## src/rtl/micro_defs.sv

```systemverilog
// Shared definitions for the 12-bit-instruction micro: widths, opcodes and
// the datapath select codes driven by the controller.
package micro_defs;

    localparam int unsigned DW = 8;
    localparam int unsigned IW = 12;

    typedef enum logic [3:0] {
        OpNop   = 4'h0,
        OpAdd   = 4'h1,
        OpSub   = 4'h2,
        OpNor   = 4'h3,
        OpMovrs = 4'h4,
        OpMovrd = 4'h5,
        OpJzr   = 4'h6,
        OpJzi   = 4'h7,
        OpJcr   = 4'h8,
        OpJci   = 4'h9,
        OpShl   = 4'hA,
        OpShr   = 4'hB,
        OpLdi   = 4'hC,
        OpHalt  = 4'hD
    } opcode_e;

    typedef enum logic [1:0] {
        AccAlu  = 2'b00,
        AccReg  = 2'b01,
        AccImm  = 2'b10,
        AccHold = 2'b11
    } selAcc_e;

    typedef enum logic [1:0] {
        AluPass = 2'b00,
        AluNor  = 2'b01,
        AluAdd  = 2'b10,
        AluSub  = 2'b11
    } aluOp_e;

    typedef enum logic [1:0] {
        ShNone  = 2'b00,
        ShLeft  = 2'b01,
        ShRsvd  = 2'b10,
        ShRight = 2'b11
    } shift_e;

endpackage

```

## src/rtl/alu_shift.sv

```systemverilog
// Combinational ALU followed by a one-bit shifter; a shift's carry-out
// replaces the carry produced by the arithmetic op.
module alu_shift #(
    parameter int unsigned DW = micro_defs::DW
) (
    input  logic [DW-1:0] a,
    input  logic [DW-1:0] b,
    input  logic [3:0]    selAlu,
    output logic [DW-1:0] result,
    output logic          carry
);
    import micro_defs::*;

    logic [DW-1:0] opRes;
    logic          opCarry;
    logic [DW:0]   sum;

    always_comb begin
        opRes   = a;
        opCarry = 1'b0;
        sum     = '0;
        unique case (aluOp_e'(selAlu[3:2]))
            AluPass: opRes = a;
            AluNor:  opRes = ~(a | b);
            AluAdd: begin
                sum     = {1'b0, a} + {1'b0, b};
                opRes   = sum[DW-1:0];
                opCarry = sum[DW];
            end
            AluSub: begin
                // Carry-out of A + ~B + 1: set means no borrow.
                sum     = {1'b0, a} + {1'b0, ~b} + (DW+1)'(1);
                opRes   = sum[DW-1:0];
                opCarry = sum[DW];
            end
            default: opRes = a;
        endcase
    end

    always_comb begin
        result = opRes;
        carry  = opCarry;
        unique case (shift_e'(selAlu[1:0]))
            ShLeft: begin
                result = {opRes[DW-2:0], 1'b0};
                carry  = opRes[DW-1];
            end
            ShRight: begin
                result = {1'b0, opRes[DW-1:1]};
                carry  = opRes[0];
            end
            default: begin
                result = opRes;
                carry  = opCarry;
            end
        endcase
    end

endmodule

```

## src/rtl/datapath.sv

```systemverilog
// Accumulator datapath: PC, IR, accumulator, 4-entry register file and Z/C
// flags, updated by controller strobes with no added latency.
module datapath #(
    parameter int unsigned DW   = micro_defs::DW,
    parameter int unsigned IW   = micro_defs::IW,
    parameter int unsigned NREG = 4
) (
    input  logic          clk,
    input  logic          CLB,
    input  logic          LoadIR,
    input  logic          IncPC,
    input  logic          SelPC,
    input  logic          LoadPC,
    input  logic          LoadReg,
    input  logic          LoadAcc,
    input  logic [1:0]    SelAcc,
    input  logic [3:0]    SelALU,
    input  logic [IW-1:0] instr_in,
    output logic [DW-1:0] pc_out,
    output logic [3:0]    Opcode,
    output logic          Z,
    output logic          C,
    output logic [DW-1:0] acc_out
);
    import micro_defs::*;

    logic [DW-1:0] pcQ, pcD;
    logic [IW-1:0] irQ, irD;
    logic [DW-1:0] accQ, accD;
    logic [DW-1:0] rfQ [NREG];
    logic [DW-1:0] rfD [NREG];
    logic          zQ, zD, cQ, cD;

    logic [1:0]    rs;
    logic [DW-1:0] imm;
    logic [DW-1:0] rfRead;
    logic [DW-1:0] aluRes;
    logic          aluCarry;

    // Operand fields always come from the registered IR.
    assign rs     = irQ[1:0];
    assign imm    = irQ[DW-1:0];
    assign rfRead = rfQ[rs];

    alu_shift #(
        .DW(DW)
    ) uAluShift (
        .a      (accQ),
        .b      (rfRead),
        .selAlu (SelALU),
        .result (aluRes),
        .carry  (aluCarry)
    );

    always_comb begin
        pcD  = pcQ;
        irD  = irQ;
        accD = accQ;
        zD   = zQ;
        cD   = cQ;
        rfD  = rfQ;

        if (LoadPC) begin
            pcD = SelPC ? rfRead : imm;
        end else if (IncPC) begin
            pcD = pcQ + DW'(1);
        end

        if (LoadIR) begin
            irD = instr_in;
        end

        if (LoadAcc) begin
            unique case (selAcc_e'(SelAcc))
                AccAlu: begin
                    accD = aluRes;
                    zD   = (aluRes == '0);
                    cD   = aluCarry;
                end
                AccReg:  accD = rfRead;
                AccImm:  accD = imm;
                default: accD = accQ;
            endcase
        end

        if (LoadReg) begin
            rfD[rs] = accQ;
        end
    end

    always_ff @(posedge clk) begin
        if (!CLB) begin
            pcQ  <= '0;
            irQ  <= '0;
            accQ <= '0;
            zQ   <= 1'b0;
            cQ   <= 1'b0;
            rfQ  <= '{default: '0};
        end else begin
            pcQ  <= pcD;
            irQ  <= irD;
            accQ <= accD;
            zQ   <= zD;
            cQ   <= cD;
            rfQ  <= rfD;
        end
    end

    assign pc_out  = pcQ;
    assign Opcode  = irQ[IW-1:IW-4];
    assign Z       = zQ;
    assign C       = cQ;
    assign acc_out = accQ;

endmodule
```

## config.mk

```make
export PLATFORM = sky130hd
export DESIGN_NAME = datapath
export DESIGN_NICKNAME = d
export VERILOG_FILES = /design/src/rtl/micro_defs.sv /design/src/rtl/alu_shift.sv /design/src/rtl/datapath.sv
export SDC_FILE = /design/constraint.sdc
export NUM_CORES = 1
export LEC_CHECK = 0
export BUFFER_PORTS_ARGS = -buffer_cell sky130_fd_sc_hd__buf_2
export CAP_MARGIN = 20
export CORE_ASPECT_RATIO = 1.75
export CORE_UTILIZATION = 60
export DETAILED_ROUTE_END_ITERATION = 16
export PLACE_DENSITY = 0.81
export SLEW_MARGIN = 20
export SYNTH_ARGS = -nofsm -noshare
export SYNTH_HDL_FRONTEND = slang
export SYNTH_SLANG_ARGS = --single-unit
```

## constraint.sdc

```tcl
create_clock -name clk -period 10.12 [get_ports clk]
set_input_delay 0.506 -clock clk [delete_from_list [all_inputs] [get_ports clk]]
set_output_delay 0.506 -clock clk [all_outputs]
set_load 0.02 [all_outputs]
```

# After elaboration in Yosys (flattened, before gate mapping)
# Index checks and enable logic that the tools add are counted.
totals:
  out_inout_bits: 22
  mem_bits_ro: 0
  latchBits: 0
  ram_bits: 0
  reg_bits: 62
  memories: 0
  inputBits: 26
  wordCells: 48
classes:
  n_reduce_logical: 8
  n_bitwise: 4
  magnitude_cmp: 2
  n_addsub: 4
  shifts: 0
  n_div: 0
  eq_ne: 7
  muxes: 14
  n_mul: 0
ops:
  columns: ["operator", "n"]
  rows:
  - ["$mux 8", 6]
  - ["$bwmux 32", 1]
  - ["$pmux 8 s4", 1]
  - ["$pmux 8 s3", 1]
  - ["$add 8x8->9", 2]
  - ["$bmux 8 s2", 1]
  - ["$demux 8 s2", 1]
  - ["$not 8->8", 2]
  - ["$pmux 8 s2", 1]
  - ["$add 9x1->9 const B", 1]
  - ["$add 8x1->8 const B", 1]
  - ["$eq 2x2->1 const B", 4]
  - ["$logic_not 8->1", 1]
  - ["$or 8x8->8", 1]
  - ["$eq 2x1->1 const B", 3]
  - ["$logic_not 2->1", 2]
  - ["$pmux 1 s2", 2]
  - ["$reduce_and 2->1", 2]
  - ["$ge 3x3->1 const B", 1]
  - ["$lt 3x1->1 const B", 1]
  - ["$not 2->3", 1]
  - ["$reduce_bool 3->1", 1]
  - ["$reduce_bool 2->1", 1]
  - ["$logic_and 1x1->1", 1]

# Longest topological paths before layout
logic_depth:
  depth_word: 10
  depth_mapped: 13
  mapped_depth_nobuf: 11

# Modules after synthesis
# A second synthesis with hierarchy kept.
hier_totals:
  hier_cells: 519
  area_unflattened_um2: 4579.4
modules_own_cells:
  columns: ["mod", "n_inst", "area_each_um2", "cells_each"]
  rows:
  - ["datapath", 1, 3143.0, 313]
  - ["alu_shift", 1, 1436.4, 206]

# Worst setup path before layout
# Ideal clock, no wire load.
synth_path:
  path_type: "reg-to-reg"
  start: "register irQ[0]"
  end: "register zQ (netlist: Z)"
  arrival_ps: 3414
  setup_time_ps: 84
  synth_period_minus_slack_ps: 3499
  path_stages_with_launch: 12
  setup_slack_ps: 6621
  path_cell_list: "dfxtp_1 > clkbuf_1 > buf_2 > mux4_2 > inv_1 > fa_1 > mux4_2 > o21ai_1 > o2111ai_1 > a2111oi_2 > nand4_1 > o31ai_2"
synth_between:
  elab_chain_len: 10
synth_lines:
  columns: ["item", "line", "text"]
  rows:
  - ["from (decl)", "datapath.sv:28", "logic [IW-1:0] irQ, irD;"]
  - ["from (signal assigned)", "datapath.sv:101", "irQ <= irD;"]
  - ["$not 2->3 (implied by the code) (*)", "datapath.sv:43", "assign rfRead = rfQ[rs];"]
  - ["$bmux 8 s2 (*)", "datapath.sv:43", null]
  - ["$mux 8 (implied by the code) (*) (2 in a row)", "datapath.sv:43", null]
  - ["$not 8->8", "alu_shift.sv:32", "sum = {1'b0, a} + {1'b0, ~b} + (DW+1)'(1);"]
  - ["$add 8x8->9", "alu_shift.sv:32", null]
  - ["$add 9x1->9", "alu_shift.sv:32", null]
  - ["$pmux 8 s4 (*)", "alu_shift.sv:22", "unique case (aluOp_e'(selAlu[3:2]))"]
  - ["$pmux 8 s2 (*)", "alu_shift.sv:43", "unique case (shift_e'(selAlu[1:0]))"]
  - ["$logic_not 8->1 (*)", "datapath.sv:77", "zD = (aluRes == '0);"]
  - ["to (signal assigned)", "datapath.sv:103", "zQ <= zD;"]
  - ["to (decl)", "datapath.sv:32", "logic zQ, zD, cQ, cD;"]
# Every way passes the cells marked *; elsewhere a longest branch is shown, timed or not. The select of a mux whose other input is x is not followed.
# A chain may end at the register's enable or synchronous reset.

# Worst setup path after layout
# Same ends and word-level chain as after synthesis.

==> reports/metrics.cfg <==
[die]
io_pins = 48
die_area_um2 = 7820
dieWidth_um = 67.3
start_util = 0.619
die_h_um = 116
rows = 41
core_area_um2 = 7230

[placement]
dp_cells = 606
post-dp-hpwl_um = 8670
portBuffers = 47
gp_congestion = 0.951

[global_routing]
grt_overflow = 0
antenna_found_initial = 0
grt_start_max_net_pins = 65
grt_pass1_wl_um = 18800
grt_pass1_vias = 3760
gr-usage-all-layers = 0.327

[synthesis]
synthFlopType = dfxtp_1
synth_nets = 565
ys_seq_area_frac = 0.277
synth-edff-count = 0
synthArstFlopShare = 0
avgSynthCellArea_um2 = 8.81
post_synth_num_cell_types = 65
yosysWarnings = 0
ys_ff_latch = 62
synth_area_um2 = 4480
synthCells = 508

[drt]
drtIter0Drc = 375
firstDrtPassIters = 5
remaining_drc_errors = 0
wl_per_cell_um = 18.4
ant_nets = 0
wl_um = 11400
via_count = 3907
via_per_inst = 6.30

[cts]
cts-root-buf = clkbuf_16
clockBufferDepth = 2
clock_latency_ps = 330
cts_tree = yes
cts_sinks = 62
cts.reportedPaths.clkPinSlew_ps = 50
cts_buffers = 9
htree_levels = 3
postCtsHoldBufs = 0
cts_resized = 0
cts_setup_buffers = 0

[cells_and_area]
diodes = 0
fin_nets = 588
area_delta_synth_final_pct = 6.54
drive_gt1_frac = 0.152
instances_no_fill = 620

[pwr]
p_leak_nw = 1.99
peakVddDrop_mv = 0.128
power_density_nw_per_um2 = 144

[setup_path]
critPathLaunchType = register
worstPathRequired_ps = 10370
cp.arrival_ps = 4100
end_kind = register
path_class = register to register
worst-path-max-fanout = 15

[timing]
setup_viol = 0
fmax_mhz = 259
relSlewSlack = 0.292
rsz0062_at_grt = no
tns_ps = 0
finalHoldViolCount = 0
drv_slew = 0
finalCriticalPeriod_ps = 3850
period_share = 0.381
clock_skew_ps = 5.99
worst_slew_pin_slew_ps = 1050

[hold_path]
hold_class = input pin to register

[flow_run]
cap_violations = 0

[outcome]
outcome = complete, no violations

-- cell usage in the layout (no fill, tap or decap), drive strengths merged, types with 9 or more instances in the layout --
cell,n
clkbuf,10
a211oi,9
nand3,12
dfxtp,62
mux2i,32
nor2,43
ha,29
buf,48
o211a,10
nor2b,49
a21oi,38
inv,26
nand2,29
mux4,9
o21ai,24
nor3,9
-- worst max-delay path, cell delays in order (launching register included) --
cell,delay (ps)
dfxtp_1,770
mux4_2,650
ha_1,240
inv_1,70
fa_1,410
mux4_2,570
o21ai_1,160
o2111ai_1,140
a2111oi_2,390
nand4_1,160
o31ai_2,220
-- layer usage --
layer | part of all wire | up-vias | track usage
li1 | - | 1855 | -
met1 | 0.37 | 1838 | 0.346
met2 | 0.52 | 162 | 0.544
met3 | 0.048 | 52 | 0.0742
met4 | 0.068 | 0 | 0.251
met5 | 0 | - | 0
-- cell type report --
class	count	area, um^2
fillers	608	2460
repair buffers	48	243
clock buffers	10	239
well taps	86	108
inverters	27	101
multi-input cells	383	2810
clock inverters	4	25.0
flip-flops and latches	62	1240
-- where the power goes --
group / leakage, nW / total (mW) / internal, mW / switching, mW
clock: 0.126 / 0.272 / 0.168 / 0.103
sequential: 0.505 / 0.268 / 0.254 / 0.0137
combinational: 1.35 / 0.147 / 0.0574 / 0.0892
-- state kept, by name, summed over array words and instances (netlist names) --
name	count
C	1
Z	1
acc_out	8
irQ	12
pc_out	8
rfQ	32
-- cell usage after synthesis (all sizes together), types with 6 or more instances --
| master | number | area [um^2] |
|---|---|---|
| ha | 29 | 363 |
| o211a | 10 | 100 |
| nor3 | 9 | 45.0 |
| dfxtp | 62 | 1240 |
| nor2b | 49 | 307 |
| a211oi | 9 | 72.6 |
| xnor2 | 6 | 52.6 |
| mux4 | 9 | 206 |
| a21oi | 38 | 190 |
| nand3 | 12 | 60.1 |
| nor2 | 43 | 161 |
| nand3b | 7 | 52.6 |
| inv | 26 | 97.6 |
| nand2b | 6 | 37.5 |
| mux2i | 32 | 320 |
| o21ai | 24 | 120 |
| clkbuf | 23 | 186 |
| buf | 10 | 57.6 |
| nand2 | 29 | 109 |
-- kinds of logic after synthesis --
group / count (synthesis) / synth area share
multiplexers: 43 / 0.123
adder cells (fa/ha/maj): 31 / 0.0900
AO/OA/AOI/OAI: 126 / 0.195
flip-flops: 62 / 0.277
XOR/XNOR: 8 / 0.0157
AND/OR/NAND/NOR: 175 / 0.205
buffers and inverters: 63 / 0.0945
-- final timing paths --
kind / start / to / slack (ps) / cells after the start
max: irQ[0] / Z / 6270 / 10
max reg2reg: irQ[0] / Z / 6270 / 10
min reg2reg: rfQ[16] / rfQ[16] / 500 / 2
min: instr_in[9] / irQ[9] / 440 / 3
-- stage by stage --
step                       util  hold slack [ps]  worst slack, ps  power (mW)  area, um^2
after floorplan               -              468             6620       0.384        4480
final                     0.659              440             6270       0.686        4770
after CTS                 0.659              429             6270       0.689        4770
after global placement    0.623              483             6380       0.413        4510
after global routing      0.659              437             6010       0.717        4770
after detailed placement  0.623              495             6280       0.416        4510
Power figures use the tool's default switching activity.
